===== config.mk =====
export PLATFORM = sky130hd
export DESIGN_NAME = dma_bus_master
export DESIGN_NICKNAME = d
export VERILOG_FILES = /design/src/rtl/dma_bus_master.sv
export SDC_FILE = /design/constraint.sdc
export NUM_CORES = 1
export LEC_CHECK = 0
export CAP_MARGIN = 10
export CORE_UTILIZATION = 40
export CTS_CLUSTER_DIAMETER = 50
export CTS_CLUSTER_SIZE = 24
export DETAILED_ROUTE_END_ITERATION = 10
export GPL_TIMING_DRIVEN = 0
export PLACE_DENSITY_LB_ADDON = 0.05
export SKIP_LAST_GASP = 1
export SYNTH_ARGS = -nofsm -noshare
export SYNTH_HDL_FRONTEND = slang
export SYNTH_SLANG_ARGS = --single-unit

===== constraint.sdc =====
create_clock -name phi0 -period 2.12 [get_ports phi0]
set_input_delay 0.212 -clock phi0 [delete_from_list [all_inputs] [get_ports phi0]]
set_output_delay 0.212 -clock phi0 [all_outputs]
set_load 0.03 [all_outputs]

===== src/rtl/dma_bus_master.sv =====
// dma_bus_master
//   Sprite-style DMA engine for a 6502 bus, modelled on NES OAM DMA. A CPU
//   write to TRIGGER_ADDR latches the source page from the write data. The
//   block then halts the CPU through rdy and takes the bus. It copies COUNT
//   bytes from {page,8'h00} upward to the fixed DEST_ADDR port, alternating a
//   READ cycle and a WRITE cycle for each byte, and finally releases the bus.
//
// Optional feature (macro DMA_ALIGN_EN):
//   When DMA_ALIGN_EN is defined, a free-running parity bit toggles on every
//   phi0 edge. If HALT is left while parity=1, one dummy ALIGN read of
//   {page,8'h00} is inserted before the first READ. When the macro is not
//   defined, there is no parity bit and no ALIGN cycle.
//
// Ports
//   phi0       in   1   system clock, posedge
//   reset_n    in   1   asynchronous active-low reset
//   cpu_addr   in   16  snooped CPU address
//   cpu_dout   in   8   snooped CPU write data
//   cpu_r_w_n  in   1   CPU read/write_n (0 = write)
//   bus_din    in   8   memory read data
//   rdy        out  1   CPU rdy (0 halts the CPU)
//   bus_req    out  1   1 = bus mux selects the dma_* signals
//   dma_addr   out  16  DMA address
//   dma_dout   out  8   DMA write data
//   dma_r_w_n  out  1   DMA read/write_n
//   busy       out  1   1 from trigger capture until the last write completes
module dma_bus_master #(
  parameter logic [15:0] TRIGGER_ADDR = 16'h4014,
  parameter logic [15:0] DEST_ADDR    = 16'h2004,
  parameter int          COUNT        = 256
) (
  input  logic        phi0,
  input  logic        reset_n,
  input  logic [15:0] cpu_addr,
  input  logic [7:0]  cpu_dout,
  input  logic        cpu_r_w_n,
  input  logic [7:0]  bus_din,
  output logic        rdy,
  output logic        bus_req,
  output logic [15:0] dma_addr,
  output logic [7:0]  dma_dout,
  output logic        dma_r_w_n,
  output logic        busy
);

  localparam int IW = $clog2(COUNT + 1);
  localparam logic [IW-1:0] LAST = IW'(COUNT - 1);

  typedef enum logic [2:0] {IDLE, HALT, READ, WRITE, ALIGN} state_t;

  state_t        state, state_next;
  logic [7:0]    page;
  logic [IW-1:0] index;
  logic [7:0]    data_latch;
  logic [7:0]    offset;
  logic          trigger;

`ifdef DMA_ALIGN_EN
  logic parity;

  always_ff @(posedge phi0 or negedge reset_n) begin
    if (!reset_n) parity <= 1'b0;
    else          parity <= ~parity;
  end
`endif

  assign trigger = !cpu_r_w_n && (cpu_addr == TRIGGER_ADDR);

  // The low address byte is the index. A counter narrower than 8 bits is
  // zero-extended. A 9-bit counter (COUNT=256) drops bit 8, so the page
  // never carries.
  generate
    if (IW >= 8) begin : g_offset_wide
      assign offset = index[7:0];
    end else begin : g_offset_narrow
      assign offset = {{(8 - IW){1'b0}}, index};
    end
  endgenerate

  // State register
  always_ff @(posedge phi0 or negedge reset_n) begin
    if (!reset_n) state <= IDLE;
    else          state <= state_next;
  end

  // Next-state logic
  always_comb begin
    state_next = state;
    case (state)
      IDLE:  if (trigger) state_next = HALT;
`ifdef DMA_ALIGN_EN
      HALT:  state_next = parity ? ALIGN : READ;
      ALIGN: state_next = READ;
`else
      HALT:  state_next = READ;
`endif
      READ:  state_next = WRITE;
      WRITE: state_next = (index == LAST) ? IDLE : READ;
      default: state_next = IDLE;
    endcase
  end

  // Transfer datapath: source page, byte index, read-data latch
  always_ff @(posedge phi0 or negedge reset_n) begin
    if (!reset_n) begin
      page       <= 8'h00;
      index      <= '0;
      data_latch <= 8'h00;
    end else begin
      if (state == IDLE && trigger) begin
        page  <= cpu_dout;
        index <= '0;
      end
      if (state == READ) data_latch <= bus_din;
      if (state == WRITE && index != LAST) index <= index + IW'(1);
    end
  end

  // Output decode
  always_comb begin
    rdy       = 1'b1;
    busy      = 1'b0;
    bus_req   = 1'b0;
    dma_addr  = 16'h0000;
    dma_dout  = 8'h00;
    dma_r_w_n = 1'b1;
    case (state)
      HALT: begin
        rdy  = 1'b0;
        busy = 1'b1;
      end
      READ: begin
        rdy      = 1'b0;
        busy     = 1'b1;
        bus_req  = 1'b1;
        dma_addr = {page, offset};
      end
      WRITE: begin
        rdy       = 1'b0;
        busy      = 1'b1;
        bus_req   = 1'b1;
        dma_addr  = DEST_ADDR;
        dma_dout  = data_latch;
        dma_r_w_n = 1'b0;
      end
`ifdef DMA_ALIGN_EN
      ALIGN: begin
        rdy      = 1'b0;
        busy     = 1'b1;
        bus_req  = 1'b1;
        dma_addr = {page, 8'h00};
      end
`endif
      default: ;
    endcase
  end

endmodule


==> results.sh, run 1 <==
export IMPL_post_dp_hpwl_um=2574
export IMPL_cts_buffers=3
export IMPL_fill_cells=297
export IMPL_syn_cell_area_sq_um=1393
export IMPL_yosysWarningCount=0
export IMPL_antenna_found_initial=0
export IMPL_first_pass_iters=4
export IMPL_fmax_mhz=476.1
export IMPL_startpoint_type="flip-flop"
export IMPL_cp_arrival_ns=1.89
export IMPL_io_buffers=62
export IMPL_grt_max_degree=28
export IMPL_met1_usage_pct=21.83
export IMPL_crit_path_end_kind="primary output"
export IMPL_drc=0
export IMPL_use_met3_pct=6.183
export IMPL_finalPower_mw=2.362
export IMPL_vias=1229
export IMPL_r2r_end="index[7]"
export IMPL_path_clk_slew_ns=0.15
export IMPL_cts_sinks=27
export IMPL_synthCells=133
export IMPL_outcome="completed"
export IMPL_timing_final_crit_share_pct=99.08
export IMPL_yosysSeqAreaShare_pct=48.52
export IMPL_grt_busiest_layer="met2"
export IMPL_start_util_pct=41.73
export IMPL_ioPinCount=63
export IMPL_syn_nets=170
export IMPL_final_nets=238
export IMPL_drt_wirelength_per_cell_um=13.88
export IMPL_setup_viol=0
export IMPL_avgSynthCellArea_sq_um=10.47
export IMPL_yosys_area_top_type="dfrtp_1"
export IMPL_htreeDepth=1
export IMPL_rsz0062_at_grt="yes"
export IMPL_die_y_um=61.01
export IMPL_fin_skew_ns=0.002749
export IMPL_crit_end="dma_dout[4]"
export IMPL_synth_ff_type="dfrtp_1"
export IMPL_cts_tree="done"
export IMPL_routabilityCongestion=0.8323
export IMPL_maxCapViolations=0
export IMPL_maxSlewHeadroom_pct=59.06
export IMPL_drive_above_1_share_pct=20.00
export IMPL_r2r_cells=8
export IMPL_cts_setup_buffers=0
export IMPL_synth_area_top_cells="dfrtp_1 49%, mux2_2 13%, and2_1 6.3%, and3_1 4.5%, nand2_1 3.5%"
export IMPL_async_flop_share_pct=100.0
export IMPL_grt_total_usage_pct=19.90
export IMPL_fin_setup_tns_ns=0
export IMPL_min_path_type="primary input to asynchronous set/reset pin"
export IMPL_dieArea_sq_um=3722
export IMPL_core_sq_um=3337
export IMPL_p_leak_nw=1.050
export IMPL_clkLatencyLatePin_ns=0.33
export IMPL_vias_per_cell=4.996
export IMPL_critPathKind="flip-flop to primary output"
export IMPL_area_delta_synth_final_pct=52.20
export IMPL_p_per_area_nw_per_um2=1114
export IMPL_pre_cts_slack_ns=-0.2210
export IMPL_hold_violations=0
export IMPL_synth_common_cells="27 x dfrtp_1, 16 x mux2_2, 14 x and2_1"
export IMPL_slew_violations=0
export IMPL_clockRootBuffer="clkbuf_4"
export IMPL_antenna_left=0
export IMPL_fin_util_pct=63.52
export IMPL_ys_types=34
export IMPL_rr_startpoint="index[0]"
export IMPL_grt_first_pass_wirelength_um=5313
export IMPL_synth_enable_flop_cells=0
export IMPL_startpoint="state[1]"
export IMPL_num_rows=21
export IMPL_crit_fanout=10
export IMPL_grt_pass1_vias=1213
export IMPL_required_ns=1.91
export IMPL_yosysMostFrequentCell="dfrtp_1"
export IMPL_yosys_register_bits=27
export IMPL_antennaDiodeCount=0
export IMPL_clockBufferDepth=2
export IMPL_setup_ws_ns=0.01942
export IMPL_gr_total_overflow=0
export IMPL_ff2ff_setup_slack_ns=0.17
export IMPL_finalWirelength_um=3415
export IMPL_tightest_slew_ns=0.6142
export IMPL_first_iter_violations=35
export IMPL_finalCriticalPeriod_ns=2.101
export IMPL_grt_use_met2_pct=37.36
export IMPL_vdd_drop_max_v=0.0006035
export IMPL_synth_top_cell_area_share_pct=48.52
export IMPL_die_w_um=61.01
per-layer routing:
metal | routed length, um | part of all wire [%]
met3 | 197 | 5.8
met1 | 1361 | 40
met4 | 15 | 0.44
met5 | 0 | 0
met2 | 1841 | 54
what timing repair did:
item	in CTS	in global routing
gates resized for setup	19	35
hold buffers	0	1
setup endpoints to repair	24	32
endpoints found under the hold margin	0	27
flip-flops by register name, indices dropped and copies added, names as in the netlist:
signal      flops
data_latch      8
index           9
page            8
state           2
stage by stage:
| stage | cell area (sq um) | hold WS, ns | cells |
|---|---|---|---|
| global placement | 2071 | 0.4807 | 241 |
| CTS | 2093 | 0.4693 | 245 |
| floorplan | 1393 | -0.08359 | 133 |
| global route | 2120 | 0.4464 | 246 |
| finish | 2120 | 0.4050 | 246 |
| detailed placement | 2071 | 0.4915 | 241 |
area by class of cell:
cell class | count | area, sq um | area share, %
inverter | 2 | 7.507 | 0.3542
tap | 46 | 57.56 | 2.715
clock inverter | 1 | 8.758 | 0.4132
sequential | 27 | 678.2 | 32.00
clock buffer | 3 | 22.52 | 1.063
buffer | 7 | 36.28 | 1.712
multi-input combinational | 97 | 684.4 | 32.29
timing repair buffer | 63 | 624.3 | 29.46
critical path, stage by stage, from the launching register on:
cell and delay, ns:
dfrtp_2 0.48, clkbuf_2 0.23, and3_1 0.19, clkdlybuf4s50_1 0.66
where the power goes:
group / switching (mW) / internal [mW]
logic: 0.728 / 0.585
registers: 0.136 / 0.675
clock network: 0.160 / 0.0770
cell families (layout without fill, tap and decap cells):
kind of cell	Yosys count	count (layout)	synth area share (%)
AND/OR/NAND/NOR	64	64	26.87
flip-flops	27	27	48.52
multiplexers	16	16	12.94
AO/OA/AOI/OAI	13	13	6.109
buffers and inverters	9	76	2.515
adder cells (fa/ha/maj)	2	2	1.797
XOR/XNOR	2	2	1.258
worst min path at each step:
stage                        startpoint  slack (ns)       endpoint
after floorplan                 reset_n       -0.08  data_latch[0]
after CTS                    bus_din[3]        0.47  data_latch[3]
after global routing            reset_n        0.45        page[0]
after global placement    data_latch[4]        0.48  data_latch[4]
after detailed placement  data_latch[4]        0.49  data_latch[4]
final                           reset_n        0.40       index[8]
placed cells by master, fill, tap and decap left out, types with 2 or more instances in the layout:
cell type         n
clkbuf_2          8
dfrtp_2           2
o22ai_1           2
clkbuf_4          4
o21ai_0           5
clkdlybuf4s15_1   8
and3_1           10
and2_1           14
or2_2             2
inv_1             2
nor2b_1           2
ha_1              2
dfrtp_1          25
buf_2             3
o21a_1            2
nor3_1            2
nand2_1          13
mux2_2           16
nand3_1           4
clkdlybuf4s50_1  37
nor4b_1           2
nor2_1            5
dlymetal6s2s_1   10
No activity file was read; power rests on OpenSTA's default activity.
==> run 2, diff against run 1 <==
Settings changed: PLACE_DENSITY set to 0.75, PLACE_DENSITY_LB_ADDON 0.05 to not set.
==> run 2 against run 1 <==
Register-to-register slack barely moved. Cell count stayed put. Power shrank 1.4%. Sequential share of layout area increased by 0.83 points. Maximum frequency up 6.3%. Largest cell class unchanged. Largest power group unchanged.
==> results.sh, run 2 (synthesis gave the netlist of run 1 again) <==
export IMPL_outcome="completed"
export IMPL_clkLatencyLatePin_ns=0.32
export IMPL_routabilityCongestion=0.8756
export IMPL_clockRootBuffer="clkbuf_4"
export IMPL_p_leak_nw=1.032
export IMPL_gr_total_overflow=0
export IMPL_min_path_type="primary input to asynchronous set/reset pin"
export IMPL_crit_slowest_cell="clkdlybuf4s50_1"
export IMPL_startpoint_type="flip-flop"
export IMPL_cts_setup_buffers=0
export IMPL_ioPinCount=63
export IMPL_cts_buffers=3
export IMPL_io_buffers=62
export IMPL_first_iter_violations=22
export IMPL_clkPwrFrac_pct=9.7
export IMPL_area_delta_synth_final_pct=48.34
export IMPL_switching_share_pct=43.85
export IMPL_pre_cts_slack_ns=-0.2196
export IMPL_cts_sinks=27
export IMPL_grt_max_degree=28
export IMPL_vias_per_cell=5.024
export IMPL_seq_power_share_pct=34.8
export IMPL_critPathKind="flip-flop to primary output"
export IMPL_path_clk_slew_ns=0.15
export IMPL_postPlaceCellArea_sq_um=2071
export IMPL_crit_path_end_kind="primary output"
export IMPL_internal_power_mw=1.308
export IMPL_cp_cell_sequence="clkbuf_2 -> nand2_1 -> clkdlybuf4s50_1"
export IMPL_first_pass_iters=4
export IMPL_ff2ff_setup_slack_ns=0.16
export IMPL_antennaDiodeCount=0
export IMPL_grt_first_pass_wirelength_um=5444
export IMPL_rr_startpoint="index[0]"
export IMPL_cts_tree="done"
export IMPL_antenna_found_initial=0
export IMPL_post_dp_hpwl_um=2671
export IMPL_drc=0
export IMPL_final_cell_mix="36 x clkdlybuf4s50_1, 25 x dfrtp_1, 18 x clkbuf_2"
export IMPL_drt_wirelength_per_cell_um=14.19
export IMPL_r2r_cells=8
export IMPL_top_regs="index x9, data_latch x8, page x8"
export IMPL_rsz0062_at_grt="yes"
export IMPL_largest_register_ffs=9
export IMPL_drive_above_1_share_pct=24.00
export IMPL_htreeDepth=1
export IMPL_num_rows=21
export IMPL_core_sq_um=3337
export IMPL_r2r_end="index[7]"
export IMPL_p_per_area_nw_per_um2=1128
export IMPL_slew_violations=0
export IMPL_largest_register="index"
export IMPL_grt_pass1_vias=1172
export IMPL_maxCapViolations=0
export IMPL_final_area_sq_um=2066
export IMPL_clockBufferDepth=2
export IMPL_setup_viol=0
export IMPL_multiInputGateArea_sq_um=684.4
export IMPL_antenna_left=0
export IMPL_slowest_delay_ns=0.66
export IMPL_grt_total_usage_pct=20.49
export IMPL_final_nets=238
export IMPL_ff_latch_area_sq_um=678.2
export IMPL_vdd_drop_max_v=0.0005003
export IMPL_tightest_slew_ns=0.6069
export IMPL_combPwrFrac_pct=55.6
export IMPL_fill_cells=308
export IMPL_maxSlewHeadroom_pct=59.54
export IMPL_finalCriticalPeriod_ns=1.975
export IMPL_required_ns=1.91
export IMPL_vias=1236
export IMPL_die_y_um=61.01
export IMPL_start_util_pct=41.73
export IMPL_hold_violations=0
export IMPL_crit_fanout=10
export IMPL_dieArea_sq_um=3722
export IMPL_fin_skew_ns=0.006106
export IMPL_timing_final_crit_share_pct=93.17
export IMPL_cp_arrival_ns=1.76
export IMPL_setup_ws_ns=0.1447
export IMPL_final_common_cell="clkdlybuf4s50_1"
export IMPL_fmax_mhz=506.3
export IMPL_power_switching_mw=1.021
export IMPL_finalWirelength_um=3491
export IMPL_die_w_um=61.01
run 2: timing repair:
item,CTS,global route
hold buffers,0,1
setup endpoints to repair,24,29
endpoints found under the hold margin,0,27
gates resized for setup,24,38
run 2: final cells by class:
class,instances,area share (%)
multi-input combinational,97,33.13
inverter,2,0.3634
sequential,27,32.83
buffer,7,1.757
clock buffer,4,1.272
timing repair buffer,63,27.86
tap,46,2.786
run 2: worst max-delay path by stage:
stage                        endpoint  startpoint  slack (ns)  cells past startpoint
after global routing         index[7]    index[0]       -0.06                      8
after global placement    dma_addr[4]    state[1]       -0.19                      4
after detailed placement  dma_addr[4]    state[1]       -0.22                      4
after CTS                 dma_dout[4]    state[0]       0.002                      3
final                       dma_r_w_n    state[1]        0.14                      3
after floorplan              index[7]    index[0]        0.34                      8
run 2: per-layer routing:
layer	track usage [%]	up-vias	part of all wire, %
met5	0	-	0
met3	3.412	2	5.9
li1	-	600	-
met2	37.83	43	51
met4	5.844	0	0.43
met1	24.42	591	42
run 2: power by group through the flow:
stage                     clock [mW]  combinational [mW]  sequential (mW)
final                          0.225                1.29            0.810
after global routing           0.249                1.40            0.839
after CTS                      0.232                1.34            0.808
after detailed placement           0                1.38            0.819
after global placement             0                1.35            0.806
after floorplan                    0               0.848            0.776
run 2: worst max-delay path, delay by kind of cell (launching register included):
| kind | cells | cell delay [ns] |
|---|---|---|
| buffers and inverters | 2 | 0.86 |
| AND/OR/NAND/NOR | 1 | 0.09 |
| flip-flops | 1 | 0.49 |
run 2: through the flow:
stage                     util [%]  hold WS [ns]  power [mW]  setup TNS [ns]  std cells
after floorplan                  -      -0.08359       1.624               0        133
after global placement       62.05        0.4818       2.159          -1.534        241
after detailed placement     62.05        0.4880       2.194          -2.259        241
after CTS                    62.62        0.4809       2.383               0        245
after global routing         61.90        0.4761       2.493        -0.05786        246
final                        61.90        0.4165       2.329               0        246
==> run 3, diff against run 2 <==
Settings changed: DONT_BUFFER_PORTS set to 1, PLACE_DENSITY 0.75 to 0.51.
==> run 3 against run 2 <==
Non-clock buffer count fell by 55. Die area stayed put. Register-to-register slack is essentially flat. Setup slack gained 0.0024 ns. Sequential cell count did not move. Via count is 19% lower. Cell count decreased by 22%. Power down 13%. Wire length shrank 18%. Largest power group unchanged.
==> results.sh, run 3 (synthesis gave the netlist of run 1 again) <==
export IMPL_outcome="completed"
export IMPL_combPwrFrac_pct=49.0
export IMPL_final_cell_mix="27 x dfrtp_1, 16 x mux2_2, 13 x nand2_1"
export IMPL_pre_cts_slack_ns=0.09810
export IMPL_crit_path_end_kind="primary output"
export IMPL_ioPinCount=63
export IMPL_cp_arrival_ns=1.76
export IMPL_fin_setup_tns_ns=0
export IMPL_r2r_cells=8
export IMPL_tightest_slew_ns=0.4933
export IMPL_setup_viol=0
export IMPL_seq_power_share_pct=39.6
export IMPL_internal_power_mw=1.058
export IMPL_core_sq_um=3337
export IMPL_fill_cells=332
export IMPL_p_per_area_nw_per_um2=1280
export IMPL_antenna_found_initial=0
export IMPL_cp_cell_sequence="nor2b_1 -> clkbuf_2 -> and2_1"
export IMPL_gr_total_overflow=0
export IMPL_htreeDepth=1
export IMPL_hold_violations=0
export IMPL_drive_above_1_share_pct=24.14
export IMPL_grt_max_degree=28
export IMPL_slew_violations=0
export IMPL_top_regs="index x9, data_latch x8, page x8"
export IMPL_maxCapViolations=0
export IMPL_fin_skew_ns=0.001099
export IMPL_min_path_type="primary input to flip-flop"
export IMPL_cts_tree="done"
export IMPL_critPathKind="flip-flop to primary output"
export IMPL_cts_setup_buffers=0
export IMPL_rsz0062_at_grt="no"
export IMPL_area_delta_synth_final_pct=13.48
export IMPL_maxSlewHeadroom_pct=66.94
export IMPL_crit_fanout=10
export IMPL_first_pass_iters=4
export IMPL_clkLatencyLatePin_ns=0.33
export IMPL_clockRootBuffer="clkbuf_4"
export IMPL_io_buffers=0
export IMPL_slowest_delay_ns=0.49
export IMPL_final_nets=183
export IMPL_power_switching_mw=0.9655
export IMPL_cts_buffers=3
export IMPL_timing_final_crit_share_pct=93.06
export IMPL_vias=1007
export IMPL_grt_first_pass_wirelength_um=4271
export IMPL_final_common_cell="dfrtp_1"
export IMPL_start_util_pct=41.73
export IMPL_grt_pass1_vias=918
export IMPL_path_clk_slew_ns=0.15
export IMPL_die_w_um=61.01
export IMPL_cts_sinks=27
export IMPL_p_leak_nw=0.7048
export IMPL_antenna_left=0
export IMPL_first_iter_violations=40
export IMPL_antennaDiodeCount=0
export IMPL_setup_ws_ns=0.1471
export IMPL_fmax_mhz=506.9
export IMPL_largest_register_ffs=9
export IMPL_largest_register="index"
export IMPL_drc=0
export IMPL_finalWirelength_um=2874
export IMPL_vias_per_cell=5.272
export IMPL_die_y_um=61.01
export IMPL_clkPwrFrac_pct=11.4
export IMPL_crit_slowest_cell="dfrtp_1"
export IMPL_vdd_drop_max_v=0.0005532
export IMPL_switching_share_pct=47.72
export IMPL_routabilityCongestion=0.7991
export IMPL_ff_latch_area_sq_um=675.6
export IMPL_num_rows=21
export IMPL_required_ns=1.91
export IMPL_dieArea_sq_um=3722
export IMPL_finalCriticalPeriod_ns=1.973
export IMPL_drt_wirelength_per_cell_um=15.05
export IMPL_multiInputGateArea_sq_um=688.2
export IMPL_grt_total_usage_pct=15.96
export IMPL_post_dp_hpwl_um=2039
export IMPL_startpoint_type="flip-flop"
export IMPL_clockBufferDepth=2
export IMPL_hold_depth=1
[run 3: cell count changes in the layout (fill, tap and decap cells not counted), sizes merged]
| cell | delta |
|---|---|
| clkdlybuf4s50 | -36 |
| clkbuf | -16 |
| dlymetal6s2s | -9 |
| buf | +1 |
| clkinvlp | +1 |
| dlygate4sd2 | -2 |
| dlygate4sd3 | +6 |
[run 3: stage by stage]
step	hold slack (ns)	util, %	power [mW]	std cells	instance area [sq um]
2_1_floorplan	-0.08359	-	1.624	133	1393
3_3_place_gp	-0.08293	43.46	1.755	179	1450
3_5_place_dp	-0.08272	43.46	1.774	179	1450
4_1_cts	0.002985	45.33	2.026	185	1513
5_1_grt	0.00005851	47.36	2.175	191	1580
6_report	0.01838	47.36	2.023	191	1580
[run 3: power by group through the flow]
stage / clock, mW / sequential, mW / combinational, mW
after CTS: 0.243 / 0.799 / 0.984
after global routing: 0.256 / 0.832 / 1.09
final: 0.231 / 0.801 / 0.992
after detailed placement: 0 / 0.813 / 0.961
after floorplan: 0 / 0.776 / 0.848
after global placement: 0 / 0.806 / 0.949
[run 3: area by class of cell]
class                   count  area share (%)
repair buffers              8           5.701
clock inverters             1          0.4751
well taps                  46           3.642
plain buffers               7           1.979
multi-input cells          97           43.55
flip-flops and latches     27           42.76
clock buffers               3           1.425
inverters                   2          0.4751
[run 3: path summary, 6_finish.rpt]
| path | from | slack [ns] | endpoint |
|---|---|---|---|
| max | state[1] | 0.15 | dma_addr[12] |
| min | cpu_dout[3] | 0.02 | page[3] |
| max reg2reg | index[0] | 0.16 | index[7] |
| min reg2reg | page[0] | 0.52 | page[0] |
| max in group asynchronous | reset_n | 1.67 | index[0] |
| min in group asynchronous | reset_n | 0.30 | data_latch[7] |
[run 3: layer usage]
metal / wire, um / vias to the layer above / global-route usage, % / part of all wire (%)
li1: - / 486 / - / -
met1: 1265 / 491 / 20.51 / 44
met2: 1428 / 28 / 27.16 / 50
met3: 158 / 2 / 4.478 / 5.5
met4: 21 / 0 / 2.922 / 0.73
met5: 0 / - / 0 / 0
[run 3: timing repair]
item                                   CTS  global route
hold buffers                             2             6
resized for setup                        2             7
setup endpoints to repair               14            12
gates cloned                             0             0
endpoints found under the hold margin   27             6
[run 3: worst max-delay path, delay by kind of cell (launching register included)]
kind | cells | cell delay [ns]
AND/OR/NAND/NOR | 2 | 0.66
buffers and inverters | 1 | 0.29
flip-flops | 1 | 0.49
